<file path="src/rtl/bus_width_conv_arbiter_pkg.sv">
// Shared definitions for the wide-to-narrow converter arbiter: FSM encodings
// and the wide-word width helper.
package bus_decode_pkg;

   localparam logic [1:0] IDLE    = 2'd0;
   localparam logic [1:0] ISSUE   = 2'd1;
   localparam logic [1:0] WAIT    = 2'd2;
   localparam logic [1:0] RELEASE = 2'd3;

   function automatic int calc_high_width(input int low_width, input int brust_size_log);
      return low_width * (2 ** brust_size_log);
   endfunction

endpackage

</file>
<file path="src/rtl/bus_width_conv_arbiter_if.sv">
// Requester and converter-side signals of the arbiter; slave is the arbiter's
// view, master is the view of the requesters and converter driving it.
interface bus_width_conv_arbiter_if
   import bus_decode_pkg::*;
#(
   parameter int LOW_DATA_WIDTH = 32,
   parameter int BRUST_SIZE_LOG = 2,
   parameter int REQ_NUM_LOG    = 2
);
   localparam int REQ_NUM    = 2 ** REQ_NUM_LOG;
   localparam int HIGH_WIDTH = calc_high_width(LOW_DATA_WIDTH, BRUST_SIZE_LOG);

   logic [REQ_NUM-1:0]            req_valid;
   logic [REQ_NUM*HIGH_WIDTH-1:0] req_data;
   logic [REQ_NUM-1:0]            req_mask;
   logic [REQ_NUM-1:0]            req_finish;
   logic [HIGH_WIDTH-1:0]         conv_read_data;
   logic                          conv_read_valid;
   logic                          conv_read_finish;
   logic [REQ_NUM_LOG-1:0]        grant_id;
   logic                          busy;

   modport slave (
      input  req_valid, req_data, req_mask, conv_read_finish,
      output req_finish, conv_read_data, conv_read_valid, grant_id, busy
   );

   modport master (
      output req_valid, req_data, req_mask, conv_read_finish,
      input  req_finish, conv_read_data, conv_read_valid, grant_id, busy
   );

endinterface

</file>
<file path="src/rtl/bus_width_conv_arbiter_rr_pick.sv">
// Combinational round-robin picker: first eligible index at or after rr_ptr_i,
// wrapping modulo the requester count.
module rr_pick
   import bus_decode_pkg::*;
#(
   parameter int REQ_NUM_LOG = 2
) (
   input  logic [2**REQ_NUM_LOG-1:0] eligible_i,
   input  logic [REQ_NUM_LOG-1:0]    rr_ptr_i,
   output logic [REQ_NUM_LOG-1:0]    winner_o,
   output logic                      any_eligible_o
);
   localparam int REQ_NUM = 2 ** REQ_NUM_LOG;

   logic [REQ_NUM_LOG-1:0] idx;
   logic                   found;

   always_comb begin
      winner_o = '0;
      idx      = '0;
      found    = 1'b0;
      for (int k = 0; k < REQ_NUM; k++) begin
         idx = rr_ptr_i + REQ_NUM_LOG'(k);
         if (!found && eligible_i[idx]) begin
            winner_o = idx;
            found    = 1'b1;
         end
      end
   end

   assign any_eligible_o = |eligible_i;

endmodule

</file>
<file path="src/rtl/bus_width_conv_arbiter.sv">
// Round-robin sharing of one wide-to-narrow converter between REQ_NUM wide
// requesters: latch the winner's word, pulse it to the converter, relay finish.
//
// state   | meaning
// IDLE    | waiting for an enabled, valid requester
// ISSUE   | conv_read_valid high for exactly one cycle
// WAIT    | word held, waiting for conv_read_finish
// RELEASE | req_finish pulse to the granted requester
module bus_width_conv_arbiter
   import bus_decode_pkg::*;
#(
   parameter int LOW_DATA_WIDTH = 32,
   parameter int BRUST_SIZE_LOG = 2,
   parameter int REQ_NUM_LOG    = 2
) (
   input logic                    clk,
   input logic                    rst,
   bus_width_conv_arbiter_if.slave bus
);
   localparam int REQ_NUM    = 2 ** REQ_NUM_LOG;
   localparam int HIGH_WIDTH = calc_high_width(LOW_DATA_WIDTH, BRUST_SIZE_LOG);

   logic [1:0]             state_q, state_d;
   logic [REQ_NUM_LOG-1:0] rr_ptr_q, rr_ptr_d;
   logic [REQ_NUM_LOG-1:0] grant_q, grant_d;
   logic [HIGH_WIDTH-1:0]  data_q, data_d;
   logic                   valid_q, valid_d;
   logic [REQ_NUM-1:0]     finish_q, finish_d;
   logic                   busy_q;

   logic [REQ_NUM-1:0]     eligible;
   logic [REQ_NUM_LOG-1:0] winner;
   logic                   any_eligible;

   assign eligible = bus.req_valid & bus.req_mask;

   rr_pick #(.REQ_NUM_LOG(REQ_NUM_LOG)) u_rr_pick (
      .eligible_i     (eligible),
      .rr_ptr_i       (rr_ptr_q),
      .winner_o       (winner),
      .any_eligible_o (any_eligible)
   );

   always_comb begin
      state_d  = state_q;
      rr_ptr_d = rr_ptr_q;
      grant_d  = grant_q;
      data_d   = data_q;
      valid_d  = 1'b0;
      finish_d = '0;
      case (state_q)
         IDLE: begin
            if (any_eligible) begin
               grant_d = winner;
               data_d  = bus.req_data[winner*HIGH_WIDTH +: HIGH_WIDTH];
               valid_d = 1'b1;
               state_d = ISSUE;
            end
         end
         ISSUE: state_d = WAIT;
         WAIT: begin
            if (bus.conv_read_finish) begin
               finish_d[grant_q] = 1'b1;
               // pointer moves past the winner only on completion
               rr_ptr_d          = grant_q + 1'b1;
               state_d           = RELEASE;
            end
         end
         RELEASE: state_d = IDLE;
         default: state_d = IDLE;
      endcase
   end

   always_ff @(posedge clk or posedge rst) begin
      if (rst) begin
         state_q  <= IDLE;
         rr_ptr_q <= '0;
         grant_q  <= '0;
         data_q   <= '0;
         valid_q  <= 1'b0;
         finish_q <= '0;
         busy_q   <= 1'b0;
      end else begin
         state_q  <= state_d;
         rr_ptr_q <= rr_ptr_d;
         grant_q  <= grant_d;
         data_q   <= data_d;
         valid_q  <= valid_d;
         finish_q <= finish_d;
         busy_q   <= (state_d != IDLE);
      end
   end

   assign bus.req_finish      = finish_q;
   assign bus.conv_read_data  = data_q;
   assign bus.conv_read_valid = valid_q;
   assign bus.grant_id        = grant_q;
   assign bus.busy            = busy_q;

endmodule

</file>
<file path="src/flat_wrapper.sv">
// flat-port wrapper written by rule: the top's interface ports become plain ports
module bus_width_conv_arbiter_flat import bus_decode_pkg::*;
#(
   parameter int LOW_DATA_WIDTH = 32,
   parameter int BRUST_SIZE_LOG = 2,
   parameter int REQ_NUM_LOG    = 2
)
  (clk, rst, bus_req_valid, bus_req_data, bus_req_mask, bus_conv_read_finish, bus_req_finish, bus_conv_read_data, bus_conv_read_valid, bus_grant_id, bus_busy);
  bus_width_conv_arbiter_if #(.LOW_DATA_WIDTH(LOW_DATA_WIDTH), .BRUST_SIZE_LOG(BRUST_SIZE_LOG), .REQ_NUM_LOG(REQ_NUM_LOG)) bus_i ();
  input logic clk;
  input logic rst;
  input wire logic [$bits(bus_i.req_valid)-1:0] bus_req_valid;
  input wire logic [$bits(bus_i.req_data)-1:0] bus_req_data;
  input wire logic [$bits(bus_i.req_mask)-1:0] bus_req_mask;
  input wire logic [$bits(bus_i.conv_read_finish)-1:0] bus_conv_read_finish;
  output wire logic [$bits(bus_i.req_finish)-1:0] bus_req_finish;
  output wire logic [$bits(bus_i.conv_read_data)-1:0] bus_conv_read_data;
  output wire logic [$bits(bus_i.conv_read_valid)-1:0] bus_conv_read_valid;
  output wire logic [$bits(bus_i.grant_id)-1:0] bus_grant_id;
  output wire logic [$bits(bus_i.busy)-1:0] bus_busy;
  assign bus_i.req_valid = bus_req_valid;
  assign bus_i.req_data = bus_req_data;
  assign bus_i.req_mask = bus_req_mask;
  assign bus_i.conv_read_finish = bus_conv_read_finish;
  assign bus_req_finish = bus_i.req_finish;
  assign bus_conv_read_data = bus_i.conv_read_data;
  assign bus_conv_read_valid = bus_i.conv_read_valid;
  assign bus_grant_id = bus_i.grant_id;
  assign bus_busy = bus_i.busy;
  bus_width_conv_arbiter #(.LOW_DATA_WIDTH(LOW_DATA_WIDTH), .BRUST_SIZE_LOG(BRUST_SIZE_LOG), .REQ_NUM_LOG(REQ_NUM_LOG)) u_core (.clk(clk), .rst(rst), .bus(bus_i));
endmodule
</file>
<file path="config.mk">
export PLATFORM = sky130hd
export DESIGN_NAME = bus_width_conv_arbiter_flat
export DESIGN_NICKNAME = d
export VERILOG_FILES = /design/src/rtl/bus_width_conv_arbiter_pkg.sv /design/src/rtl/bus_width_conv_arbiter_if.sv /design/src/rtl/bus_width_conv_arbiter_rr_pick.sv /design/src/rtl/bus_width_conv_arbiter.sv /design/src/flat_wrapper.sv
export SDC_FILE = /design/constraint.sdc
export NUM_CORES = 1
export LEC_CHECK = 0
export CAP_MARGIN = 20
export CORE_AREA = 2 2 254 256
export DETAILED_ROUTE_END_ITERATION = 8
export DIE_AREA = 0 0 256 258
export GPL_TIMING_DRIVEN = 0
export PLACE_DENSITY = 0.48
export SYNTH_ARGS = -nofsm -noshare
export SYNTH_HDL_FRONTEND = slang
export SYNTH_SLANG_ARGS = --single-unit
</file>
<file path="constraint.sdc">
create_clock -name clk -period 8.2 [get_ports clk]
set_clock_uncertainty 0.15 [all_clocks]
set_input_delay 1.64 -clock clk [delete_from_list [all_inputs] [get_ports clk]]
set_output_delay 1.64 -clock clk [all_outputs]
set_load 0.005 [all_outputs]
</file>
==> impl_metrics.yaml <==
yosys:
  muxShareOfSynthArea_pct: 15.3
  synth_compound_area_share_pct: 14.4
  synth_most_common_cell: "nand3_1"
  synthAdderAreaFrac_pct: 1.03
  netlist_area_mm2: 0.00849
  synthFlopType: "dfrtp_1"
  synthesis.nets: 1459
  synth_area_leader_cell: "dfrtp_1"
  netlist_instances: 929
  synth_top_cell_area_share_pct: 41.3
  synth_top_family_by_area: "simple AND/OR/NAND/NOR gates"
  synth-edff-count: 0
  yosysSeqAreaShare_pct: 41.3
  synth.distinct_cells: 30
  async_flop_share_pct: 100
  synth_xor_area_share_pct: 0
  synthSimpleGateAreaFrac_pct: 21.9
  synth_area_leaders: "dfrtp_1, mux2i_1, nand3_1"
  avgSynthCellArea_um2: 9.14
  synthesis.yosys.warnings: 0
  synth_commonest_cells: "nand3_1, dfrtp_1, nand2_1, mux2i_1, o2111ai_1"
  ys_ff_latch: 140
timing:
  slew_violations: 0
  holdWs_ns: 0.334
  tightest_slew_ns: 1.03
  hold_violations: 0
  relSlewSlack_pct: 31.5
  period_minus_slack_ns: 4.13
  fmax_mhz: 242
  final-setup-viol-count: 0
  rsz0062_at_grt: "no"
  finalCritPeriodShare_pct: 50.4
global_route:
  use_met1_pct: 18.7
  overflow: 0
  antenna_found_initial: 6
  grt_first_pass_wirelength_um: 79200
  grt_pass1_vias: 11400
  grt_usage_pct: 16.4
  met2_usage_pct: 29.1
  grt_busiest_layer: "met2"
  grt_max_degree: 74
  use_met3_pct: 5.05
placed_design:
  place_congestion: 0.916
  dp.cells: 2443
  dp.final_hpwl_um: 44000
  placed_area_mm2: 0.0162
  port_buffers: 658
route:
  wl_um: 55100
  wl_per_cell_um: 22.2
  drt_iter0_drc: 545
  viasPerCell: 4.27
  routed-via-count: 10600
  drtAntennaViolNets: 0
  drc: 0
  first_pass_iters: 5
critical_path:
  cp_top_family: "buffers and inverters"
  crit_path_end_kind: "register"
  reg2reg_depth: 6
  r2r_slack_ns: 5.41
  path_buf_inv: 3
  cp_slowest_cell: "clkbuf_1"
  reg2reg_from: "u_core.rr_ptr_q[1]$_DFFE_PP0P_"
  cp-start-kind: "input pin"
  r2r-end: "u_core.bus.conv_read_data[104]$_DFFE_PP0P_"
  cp_max_fo: 10
  crit_required_ns: 8.44
  critPathKind: "input pin to register"
  arrival_ns: 4.37
  max_stage_delay_ns: 0.65
  path_cells: "clkdlybuf4s50_1 -> nand2_1 -> o21bai_1 -> a221oi_1 -> buf_2 -> clkbuf_1 -> nand3_1 -> o2111ai_1"
power_and_ir_drop:
  vdd_ir_drop_max_v: 0.000163
  power_density_mw_per_mm2: 251
  p_leak_nw: 6.69
  p_total_mw: 4.19
layout:
  layoutNonFillerInstCount: 2478
  fill_cells: 6854
  drive_above_1_share_pct: 3.77
  regArea_mm2: 0.00350
  fin_area_mm2: 0.0167
  syn2layout_area_growth_pct: 96.9
  final_nets: 2137
  multi_input_area_mm2: 0.00447
floorplan:
  num_rows: 93
  core_area_mm2: 0.0636
  initial_core_util_pct: 13.3
  pin_count: 659
  die_h_um: 258
  chipWidth_um: 256
  die_area_mm2: 0.0660
cts:
  cts-hold-fix-buffers: 0
  postCtsSetupBuffers: 0
  clk_latency_ns: 0.48
  cts_buffers: 17
  clock-sinks: 140
  clockBufferDepth: 2
  htreeDepth: 4
  cts_root_buffer: "clkbuf_16"
  tritoncts: "yes"
  cts.clk_slew.worst_paths_ns: 0.06
  cts_resized: 0
worst_hold_path:
  hold_path_end: "u_core.bus.conv_read_data[27]$_DFFE_PP0P_"
  hold_path_class: "register to register"
  hold_path_depth: 2
  worstHoldStart: "u_core.bus.conv_read_data[27]$_DFFE_PP0P_"
outcome:
  status: "finished, final reports clean"
job:
  cap_violations: 0
cell usage in the layout (no fill, tap or decap), types with 3 or more instances in the layout:
cell             instances
buf_1                   13
clkinv_2                 4
nand2_1                137
buf_6                   12
a21oi_1                  3
ha_1                     7
and3_1                   4
clkbuf_1                60
inv_1                    5
diode_2                  5
buf_2                   17
clkinvlp_4               3
dfrtp_1                140
o2111ai_1              128
clkbuf_8                 3
o21ai_0                  3
nand3_1                257
clkbuf_16               17
mux2i_1                129
clkdlybuf4s50_1        658
through the flow:
stage	worst slack, ns	setup TNS (ns)	utilization, %
2_1_floorplan	2.66	0	-
3_3_place_gp	-0.292	-36.71	25.4
3_5_place_dp	3.53	0	25.4
4_1_cts	4.05	0	26.2
5_1_grt	3.93	0	26.2
6_report	4.07	0	26.3
logic make-up after synthesis:
| kind of cell | after synthesis |
|---|---|
| flops | 140 |
| fa+ha+maj | 7 |
| buf+inv | 106 |
| mux | 130 |
| compound gates | 143 |
| simple gates | 403 |
per-layer routing:
metal / vias to the layer above / part of all wire [%]
met1: 5119 / 40
met3: 53 / 7.9
li1: 4881 / -
met4: 2 / 1.9
met5: - / 0.018
met2: 534 / 50
sequential cells by signal, indices dropped and copies added, names as in the netlist:
signal                      cells
u_core.bus.conv_read_data     128
u_core.bus.req_finish           4
u_core.bus.grant_id             2
u_core.rr_ptr_q                 2
u_core.state_q                  2
u_core.bus.busy                 1
u_core.bus.conv_read_valid      1
where the power goes:
group / switching, mW / total (mW) / internal (mW)
clock network: 0.341 / 0.744 / 0.404
logic: 1.12 / 2.25 / 1.13
registers: 0.188 / 1.20 / 1.01
total: 1.65 / 4.19 / 2.55
area by class of cell:
class / count / share of cell area, %
timing repair buffer: 659 / 39.6
clock inverter: 7 / 0.255
antenna: 5 / 0.0749
inverter: 6 / 0.180
tap: 855 / 6.40
sequential: 140 / 21.0
multi-input combinational: 683 / 26.8
clock buffer: 23 / 2.86
buffer: 100 / 2.94
worst max-delay path by stage:
stage / depth (start not counted) / from / slack (ns) / to
final: 8 / bus_req_valid[3] / 4.07 / u_core.bus.conv_read_data[104]$_DFFE_PP0P_
after global routing: 8 / bus_req_valid[2] / 3.93 / u_core.bus.conv_read_data[13]$_DFFE_PP0P_
after CTS: 8 / bus_req_valid[2] / 4.05 / u_core.bus.conv_read_data[14]$_DFFE_PP0P_
after detailed placement: 8 / bus_req_valid[2] / 3.53 / u_core.bus.conv_read_data[11]$_DFFE_PP0P_
after global placement: 2 / rst / -0.29 / u_core.bus.conv_read_data[15]$_DFFE_PP0P_
after floorplan: 1 / rst / 2.66 / u_core.bus.busy$_DFF_PP0_
worst reg2reg max path, cell delays in order, from the launching register on:
cell and delay [ns]:
dfrtp_1 0.48, o21bai_1 0.15, a221oi_1 0.40, buf_2 0.53, clkbuf_1 0.65, nand3_1 0.19, o2111ai_1 0.16
(Power assumes the default switching activity.)
